===== config.mk =====
export PLATFORM = sky130hd
export DESIGN_NAME = multicycle_ctrl_unit
export DESIGN_NICKNAME = d
export VERILOG_FILES = /design/src/rtl/multicycle_ctrl_unit.sv
export SDC_FILE = /design/constraint.sdc
export NUM_CORES = 1
export LEC_CHECK = 0
export ABC_AREA = 1
export CAP_MARGIN = 10
export CORE_MARGIN = 2
export CORE_UTILIZATION = 44
export CTS_CLUSTER_SIZE = 24
export DETAILED_ROUTE_END_ITERATION = 12
export PLACE_DENSITY = 0.84
export SYNTH_ARGS = -nofsm -noshare
export SYNTH_HDL_FRONTEND = slang
export SYNTH_SLANG_ARGS = --single-unit

===== constraint.sdc =====
create_clock -name clk -period 1.2 [get_ports clk]
set_input_delay 0.24 -clock clk [delete_from_list [all_inputs] [get_ports clk]]
set_output_delay 0.24 -clock clk [all_outputs]
set_load 0.05 [all_outputs]

===== src/rtl/multicycle_ctrl_unit.sv =====
// multicycle_ctrl_unit
//   Multi-cycle instruction sequencer for the ATMega32A core control block.
//   It sits beside the single-cycle decoder and watches the decoded
//   instruction_id. For LPM, LD, ST, CALL and RET it stalls fetch, runs a
//   cycle counter and holds the class enable strobes for the whole
//   instruction. It pulses instr_done once when the instruction completes.
//
//   Optional feature macro: CTRL_WAITSTATE_EN
//     defined   -> a mem_ready port exists. The last cycle of an instruction
//                  is stretched until mem_ready=1.
//     undefined -> there is no mem_ready port. Latency is fixed at N cycles.
//
// Ports
//   clk              core clock
//   reset_n          synchronous active-low reset
//   instruction_id   decoded instruction (0 = NOP)
//   instr_valid      instruction_id is valid this cycle
//   flush            abort the in-flight instruction / block acceptance
//   mem_ready        memory ready (only with CTRL_WAITSTATE_EN)
//   LPM_enable       program-memory read strobe
//   dmem_rd_enable   data-memory read strobe (LD, RET)
//   dmem_wr_enable   data-memory write strobe (ST, CALL)
//   stack_enable     SP update strobe (CALL, RET)
//   stall            hold PC/fetch
//   clock_counter    cycle index within the current instruction
//   instr_done       one-cycle completion pulse
//
// state | meaning
// IDLE  | no multi-cycle instruction in flight, accepting new IDs
// EXEC  | instruction in flight, counter running, strobes held
module multicycle_ctrl_unit #(
  parameter int unsigned      ID_W     = 8,
  parameter int unsigned      CNT_W    = 4,
  parameter logic [ID_W-1:0]  ID_LPM   = 8'h22,
  parameter logic [ID_W-1:0]  ID_LD    = 8'h20,
  parameter logic [ID_W-1:0]  ID_ST    = 8'h21,
  parameter logic [ID_W-1:0]  ID_CALL  = 8'h30,
  parameter logic [ID_W-1:0]  ID_RET   = 8'h31,
  parameter int unsigned      LPM_CYC  = 3,
  parameter int unsigned      LDST_CYC = 2,
  parameter int unsigned      STK_CYC  = 4
) (
  input  logic             clk,
  input  logic             reset_n,
  input  logic [ID_W-1:0]  instruction_id,
  input  logic             instr_valid,
  input  logic             flush,
`ifdef CTRL_WAITSTATE_EN
  input  logic             mem_ready,
`endif
  output logic             LPM_enable,
  output logic             dmem_rd_enable,
  output logic             dmem_wr_enable,
  output logic             stack_enable,
  output logic             stall,
  output logic [CNT_W-1:0] clock_counter,
  output logic             instr_done
);

  typedef enum logic {IDLE, EXEC} state_t;

  // The last counter value of each class is N-1.
  localparam logic [CNT_W-1:0] LPM_LAST  = CNT_W'(LPM_CYC - 1);
  localparam logic [CNT_W-1:0] LDST_LAST = CNT_W'(LDST_CYC - 1);
  localparam logic [CNT_W-1:0] STK_LAST  = CNT_W'(STK_CYC - 1);

  state_t           state_q;
  logic [CNT_W-1:0] cnt_q;
  logic [CNT_W-1:0] last_q;
  logic [3:0]       strb_q;   // {lpm, dmem_rd, dmem_wr, stack}
  logic             stall_q;
  logic             done_q;

  logic             hit_d;
  logic [3:0]       strb_d;
  logic [CNT_W-1:0] last_d;
  logic             mem_rdy;

`ifdef CTRL_WAITSTATE_EN
  assign mem_rdy = mem_ready;
`else
  assign mem_rdy = 1'b1;
`endif

  // Decode the incoming ID into a strobe pattern and a final count.
  always_comb begin
    hit_d  = 1'b1;
    strb_d = 4'b0000;
    last_d = '0;
    if (instruction_id == ID_LPM) begin
      strb_d = 4'b1000;
      last_d = LPM_LAST;
    end else if (instruction_id == ID_LD) begin
      strb_d = 4'b0100;
      last_d = LDST_LAST;
    end else if (instruction_id == ID_ST) begin
      strb_d = 4'b0010;
      last_d = LDST_LAST;
    end else if (instruction_id == ID_CALL) begin
      strb_d = 4'b0011;
      last_d = STK_LAST;
    end else if (instruction_id == ID_RET) begin
      strb_d = 4'b0101;
      last_d = STK_LAST;
    end else begin
      hit_d  = 1'b0;
    end
  end

  always_ff @(posedge clk) begin
    if (!reset_n) begin
      state_q <= IDLE;
      cnt_q   <= '0;
      last_q  <= '0;
      strb_q  <= 4'b0000;
      stall_q <= 1'b0;
      done_q  <= 1'b0;
    end else begin
      case (state_q)
        IDLE: begin
          done_q <= 1'b0;
          if (instr_valid && !flush && hit_d) begin
            state_q <= EXEC;
            cnt_q   <= CNT_W'(1);
            last_q  <= last_d;
            strb_q  <= strb_d;
            stall_q <= 1'b1;
          end else begin
            cnt_q   <= '0;
            strb_q  <= 4'b0000;
            stall_q <= 1'b0;
          end
        end
        EXEC: begin
          if (flush) begin
            state_q <= IDLE;
            cnt_q   <= '0;
            strb_q  <= 4'b0000;
            stall_q <= 1'b0;
            done_q  <= 1'b0;
          end else if (cnt_q == last_q) begin
            // The final cycle holds here while memory is not ready.
            if (mem_rdy) begin
              state_q <= IDLE;
              cnt_q   <= '0;
              strb_q  <= 4'b0000;
              stall_q <= 1'b0;
              done_q  <= 1'b1;
            end
          end else begin
            cnt_q <= cnt_q + CNT_W'(1);
          end
        end
        default: begin
          state_q <= IDLE;
          cnt_q   <= '0;
          strb_q  <= 4'b0000;
          stall_q <= 1'b0;
          done_q  <= 1'b0;
        end
      endcase
    end
  end

  assign LPM_enable     = strb_q[3];
  assign dmem_rd_enable = strb_q[2];
  assign dmem_wr_enable = strb_q[1];
  assign stack_enable   = strb_q[0];
  assign stall          = stall_q;
  assign clock_counter  = cnt_q;
  assign instr_done     = done_q;

endmodule


==> results of run 1 <==
==> critical path: stages, from the launching register on <==
cell	delay, ps
dfxtp_2	330
buf_4	150
buf_12	140
==> final cells by class <==
type	count	area share, %
clock buffers	4	2.36
repair buffers	29	32.3
well taps	16	1.80
flip-flops and latches	13	24.0
multi-input cells	67	34.5
inverters	15	5.05
==> state kept, by name, summed over array words and instances (netlist names) <==
| signal | flops |
|---|---|
| clock_counter | 4 |
| instr_done | 1 |
| stall | 1 |
| last_q | 2 |
| state_q | 1 |
| strb_q | 4 |
==> kinds of logic (layout without fill, tap and decap cells) <==
group,after synthesis,after routing,synth area share (%)
simple gates,59,59,43.1
buf+inv,16,48,10.1
flops,13,13,37.5
compound gates,4,4,3.78
xor+xnor,3,3,3.78
fa+ha+maj,1,1,1.80
==> through the flow <==
stage / std cells / hold WS (ps) / power [mW] / setup WS (ps) / TNS (ps)
after global placement: 137 / 470 / 0.529 / -285 / -2190
final: 144 / 491 / 0.779 / 73.0 / 0
after detailed placement: 137 / 482 / 0.532 / -322 / -2730
after global routing: 144 / 514 / 0.830 / -23.1 / -41.9
after floorplan: 96 / 417 / 0.484 / 17.5 / 0
after CTS: 144 / 496 / 0.792 / 61.8 / 0
==> placed cells by master (no fill, tap or decap) <==
master           count
nand2_2              8
nand2_1             22
inv_1                9
nor3_2               1
a21oi_1              2
xor2_1               1
dlygate4sd2_1        8
clkbuf_1             1
nand3_4              1
nand4_1              3
xnor2_1              2
inv_2                6
a21boi_0             1
nand2_4              1
o21ai_2              1
nor2_2               3
nand3_2              2
nor2_4               2
clkbuf_4             3
dfxtp_4              1
clkdlybuf4s50_1      3
dfxtp_1              9
nand3_1              6
dfxtp_2              3
ha_1                 1
nor2_1              10
buf_12              10
buf_4                8
==> how the worst max path moves through the flow <==
stage                 startpoint               end  slack [ps]  depth (start not counted)
6_report        clock_counter[0]  clock_counter[0]          70                          2
5_1_grt                    flush             stall         -20                          8
4_1_cts         clock_counter[1]         strb_q[2]          60                          7
3_5_place_dp   instruction_id[2]             stall        -320                         10
3_3_place_gp   instruction_id[2]           state_q        -280                         10
2_1_floorplan   clock_counter[1]             stall          20                          7
==> power by group through the flow <==
stage / Sequential (mW) / Combinational, mW / Clock [mW]
after floorplan: 0.443 / 0.0405 / 0
after global placement: 0.442 / 0.0865 / 0
after detailed placement: 0.442 / 0.0896 / 0
after CTS: 0.432 / 0.0871 / 0.273
after global routing: 0.430 / 0.0984 / 0.302
final: 0.430 / 0.0897 / 0.260
==> routing by layer <==
metal / up-vias / part of all wire [%] / routed length, um / track usage (%)
li1: 358 / - / - / -
met1: 315 / 42 / 625 / 18.9
met2: 19 / 51 / 751 / 32.4
met3: 2 / 5.5 / 81 / 6.67
met4: 0 / 1.2 / 18 / 3.64
met5: - / 0 / 0 / 0
==> what timing repair did <==
item	in CTS	in global routing
setup endpoints to repair	6	5
resized for setup	12	3
pin swaps	11	0
buffers inserted	3	0
==> results.txt, run 1 <==
In this run, CTS created clock tree buffers numbering 3. Number of antenna repair diodes: 0. Slack of the worst reg-to-reg path: 120 ps. In this run, synthesis inferred 0 flip-flops with an integrated enable.

The global-route wire length before repair is 2.53 mm, and the combined flip-flop and latch cell area is 268 sq um. For the max-slew violation count, the log shows 0. The run gives 0.887 GHz as the upper clock frequency limit.

TritonCTS built the clock tree. The root buffer cell chosen for the clock tree is clkbuf_4. For this run, asynchronously set or reset flops after synthesis account for 0%. Net switching is 22.9% of the power.

The run finished with clean final reports. In this run the cell area measured after placement is 1050 sq um. The congestion estimate from routability-driven global placement came to 0.832. The fraction of post-synthesis cell area in the top cell type by area works out to 37.5%. Of the synthesized area, sequential elements account for 37.5%.

The analysis attributes to cell leakage a power of 0.557 nW. For this block, the via count after detailed routing is 694. The run gives 0.179 mW as the switching power. In this run the critical register-to-register path is launched from clock_counter[1]. Global routing consumed, over all layers together, 17.6% of the routing resources. In this run, post-CTS hold repair placed 0 buffers.

For the sequential group share of total power, the log shows 55.1%. For this run, the post-layout net count is 142. The clock network is responsible for 33.3% of the overall power. The floorplan step set the die width to 43.7 um. Measured along the y axis, the die boundary spans 43.7 um. STA classifies the critical path endpoint as a primary output. For the half-perimeter wire length after placement, the log shows 1.14 mm. Among all flip-flop cells after synthesis, the most frequent one is dfxtp_1.

Counting every sink on the clock net gives 13. The number of instances on the worst hold path is 2. Clock latency on the worst-skew pair, taken at its later pin, is 270 ps.

The floorplan has 14 rows. The design area came out at 1110 sq um. Dividing the detail-routed via count by the number of cells gives 4.82. The clock passes through at most 2 buffers. The number of antenna violations at the first check in global routing came out at 0. The critical path in this run is classified as register to primary output. Synthesis handed over a netlist of 96 instances.

The logs give 19 for the number of distinct library cell variants in the gate-level netlist after synthesis and 8 for the pin count of the biggest net entering global routing. The internal portion of the total power is 0.600 mW. The endpoint of the worst register-to-register path is strb_q[2].

The maximum fanout along the worst path works out to 4. The number of nets with antenna violations after detailed routing is 0, and the depth of the worst register-to-register path is 6. The clock period minus worst slack is 1130 ps, and the total power per unit cell area is 699 nW/um^2. Summing all multi-input logic gate instances after layout gives 384 sq um. The area growth from synthesis to layout is 60.5%. Among all cell types in the netlist, the one instantiated most often is nand2_1. At the pin with the least slew margin, the transition time is 268 ps. In this run the tool buffered the top-level ports with 21 buffer cells. The tools report the post-layout utilization of the core as 74.9%.

dfxtp_1 takes more of the synthesized area than any other cell. The tools report the number of primary I/O pins as 22. Effective utilization at floorplan: 46.6%.

The launch instance of the worst min-delay path was instr_done. The tightest min-delay check is of the register to register type. The register bit total from synthesis is 13, and the number of warning messages in the yosys log is 0. The final wirelength was 1.48 mm. After global routing the overflow that remains totals 0. After synthesis, the cell types taking the most area are dfxtp_1 (37%), nand2_1 (12%), nand2_2 (8.1%).

The region available for standard cell placement spans 1490 sq um. The number of filler cells placed in the layout is 107. Setup violations remaining at the end of the flow were counted as 0. The worst hold path terminates at instr_done. Sorting the synthesized cells by how often they occur yields nand2_1 (22), dfxtp_1 (13), inv_1 (11), nor2_1 (11), nand2_2 (9).

The tools report the total nets after synthesis as 109. The via count of the first global-routing pass was 658; the share of the clock period used by the worst path was 93.9%. IR analysis of the VDD net gives a maximum drop of 0.587 mV.

For this run, design rule violations remaining after detail routing come to 0. The fraction of layout instances using a drive strength above 1 was 39.1%; the relative contribution of combinational cells to total power was 11.5%. For the worst setup path, the data arrival time is 890 ps. Deepest level of the CTS H-tree: 1. After clock tree synthesis, the clock-pin slew on the worst setup and hold paths is 80 ps. For the number of endpoints with negative hold slack in the final report, the log shows 0.

The tools report the synthesized cell area as 694 sq um. The logs give 9 for the iteration-0 DRC count of the detailed router and 4.56 ps for the worst clock skew. For this run, the detailed router's first-pass iteration total came to 4. The relative slew slack is 82.1%, and the average wire length per cell after detail routing is 10.3 um.

Dividing the synthesized area by the synthesized cell count gives 7.23 sq um. For the area of the die, the log shows 1910 sq um. The startpoint type of the worst setup path was a register. Data on the critical path is required at its endpoint by 960 ps. The tool flagged a number of max-cap violations equal to 0.
(Power assumes the default switching activity.)
==> inputs of run 2 (changes only) <==
--- a/config.mk
+++ b/config.mk
@@ -12,6 +12,7 @@
 export CTS_CLUSTER_SIZE = 24
 export DETAILED_ROUTE_END_ITERATION = 12
 export PLACE_DENSITY = 0.84
+export SETUP_SLACK_MARGIN = 0.5
 export SYNTH_ARGS = -nofsm -noshare
 export SYNTH_HDL_FRONTEND = slang
 export SYNTH_SLANG_ARGS = --single-unit
==> constraint.sdc (replaced) <==
create_clock -name clk -period 1.2 [get_ports clk]
set_input_delay 0.24 -clock clk [delete_from_list [all_inputs] [get_ports clk]]
set_output_delay 0.24 -clock clk [all_outputs]
set_load 0.1 [all_outputs]
==> run 2 against run 1 <==
Die area unchanged; wire length up 55%; hold slack worse by 130 ps; cell count up 8.3%; critical path depth grew 4; critical path type is now register to register.
==> results.txt, run 2 (synthesis results as in run 1) <==
The share of the clock period used by the worst path was 93.2%; the via count of the first global-routing pass was 798. The count of nets left with antenna violations once routing finished came out at 0. Subtracting the final worst setup slack from the clock period gives 1120 ps. For the static leakage, the log shows 0.641 nW.

Compared with the post-synthesis result, the final layout area differs by 87.9%. The routed design has 2.30 mm of wire. In this run the tool buffered the top-level ports with 21 buffer cells.

For this run the aggregate overflow at the end of global routing stands at 0. The filler cells instantiated in the layout total 79. TritonCTS built the clock tree.

After floorplanning, the core was divided into 14 placement rows. For this design, the CTS-stage hold fixing added 0 buffers. The library cells used most frequently in the layout, excluding fill and tap cells, are buf_4 (17), nand2_1 (16), nand2_2 (12), dfxtp_4 (10), buf_12 (10).

The maximum fanout along the worst path was 5; the effective utilization at floorplan was 46.6%. For the worst setup path, the data arrival time is 1320 ps. The final standard cell count with taps included and fillers excluded is 156, and the clock sink count is 13. The kind of end point of the critical path was a register.

The first routing iteration left 18 violations. The die covers 1910 sq um. The overall die height came out at 43.7 um. Clock tree synthesis selected as its root buffer the cell clkbuf_4. The first TritonRoute pass finished after 4 iterations.

In this run, CTS created clock tree buffers numbering 3. Worst-margin pin slew: 331 ps. Once detailed placement completed, the half-perimeter wirelength came to 1.29 mm. The post-route netlist has 68.6% of its cells at a drive strength greater than 1. Core footprint: 1490 sq um.

Clock-pin slew was measured on the worst setup and hold paths at 80 ps. The repair_antennas step left the layout with diodes totalling 0. The overall fraction of global-route tracks in use is 23.7%.

Setup slack on the worst reg-to-reg path comes out at 80 ps. The average wire length per cell after detail routing is 14.7 um. The final layout net count came out at 154. Along the worst hold path, the cell count comes to 4. The flow ran to the end, and the final reports show no timing, DRC or antenna violations.

The maximum VDD drop came out at 0.587 mV. In this run the worst hold path is classified as input pin to register. The tools report the number of remaining DRC errors as 0. The first global-routing pass estimated 3.26 mm of wire.

The count of vias placed by the detailed router was 843; the number of antenna violations at the first check in global routing was 0. Setup violations remaining at the end of the flow were counted as 0. For this run, the top clock speed supported by timing is 0.894 GHz. Routability-driven placement finished with a final weighted congestion of 0.787.

At the worst endpoint, the required time is 1410 ps. For this design the ratio of total power to cell area is 603 nW/um^2. Measured against its own limit, the worst slew margin works out to 78.0%.

In this run the count of I/O pins placed on the die edge is 22. The ratio of routed vias to standard cells was 5.40; the reported max-cap violation count was 0. The critical setup path kind is register to register.

The pin count of the biggest net entering global routing is 8. The final setup TNS is 0 ps. Setup repair after global routing could not meet its margin everywhere. Worst clock skew: 1.04 ps. The worst setup path is launched from a register. After detailed placement, the design holds a cell count of 134. From left edge to right edge, the die measures 43.7 um. The number of endpoints with negative hold slack in the final report is 0, and the setup slack after placement is -322 ps. The max-slew violation count came out at 0. Counting along the longest clock path gives a buffer depth of 2. Deepest level of the CTS H-tree: 1. The most frequent standard cell in the layout excluding fill and tap cells is buf_4. For the worst-skew pair, the clock arrives at the later sink with an insertion delay of 270 ps. The worst path meets setup with 81.7 ps of slack. The worst register-to-register path has a depth of 6.
run 2: worst max-delay path: stages, from the launching register on:
cell	delay, ps
dfxtp_4	370
nor2_2	140
nor2_2	60
nand3_2	80
nand3_4	120
buf_6	160
nor2_1	100
run 2: cell type report:
cell class	instances	area [sq um]	share of cell area (%)
Multi-Input combinational cell	67	467	35.8
Tap cell	16	20.0	1.53
Clock buffer	4	26.3	2.01
Sequential cell	13	300	23.0
Inverter	15	63.8	4.89
Timing Repair Buffer	41	428	32.8
run 2: path summary, 6_finish.rpt:
kind / from / to
hold / removal: instruction_id[0] / strb_q[3]
hold reg to reg: instr_done / instr_done
setup / recovery: clock_counter[1] / clock_counter[3]
setup reg to reg: clock_counter[1] / clock_counter[3]
run 2: per-layer routing:
layer | GRT usage [%] | vias to the layer above | part of all wire (%)
met5 | 0 | - | 0
met4 | 12.7 | 0 | 4.4
met3 | 5.42 | 13 | 4.9
met2 | 46.5 | 44 | 57
met1 | 21.8 | 396 | 33
li1 | - | 390 | -
run 2: report_power, final:
part	switching, mW	internal, mW
Combinational	0.0642	0.0426
Sequential	0.000792	0.409
Clock	0.141	0.129
Total	0.206	0.581
run 2: per-stage QoR:
step,power (mW),utilization [%],hold slack [ps],cell area [sq um]
6_report,0.787,87.6,357,1310
5_1_grt,0.820,87.6,376,1310
3_3_place_gp,0.509,73.1,462,1090
2_1_floorplan,0.466,-,429,757
3_5_place_dp,0.513,73.1,465,1090
4_1_cts,0.777,81.4,329,1210
run 2: what timing repair did:
action / CTS / global route
resized for setup: 49 / 14
pin swaps: 21 / 9
setup buffers: 12 / 6
setup endpoints to repair: 23 / 23
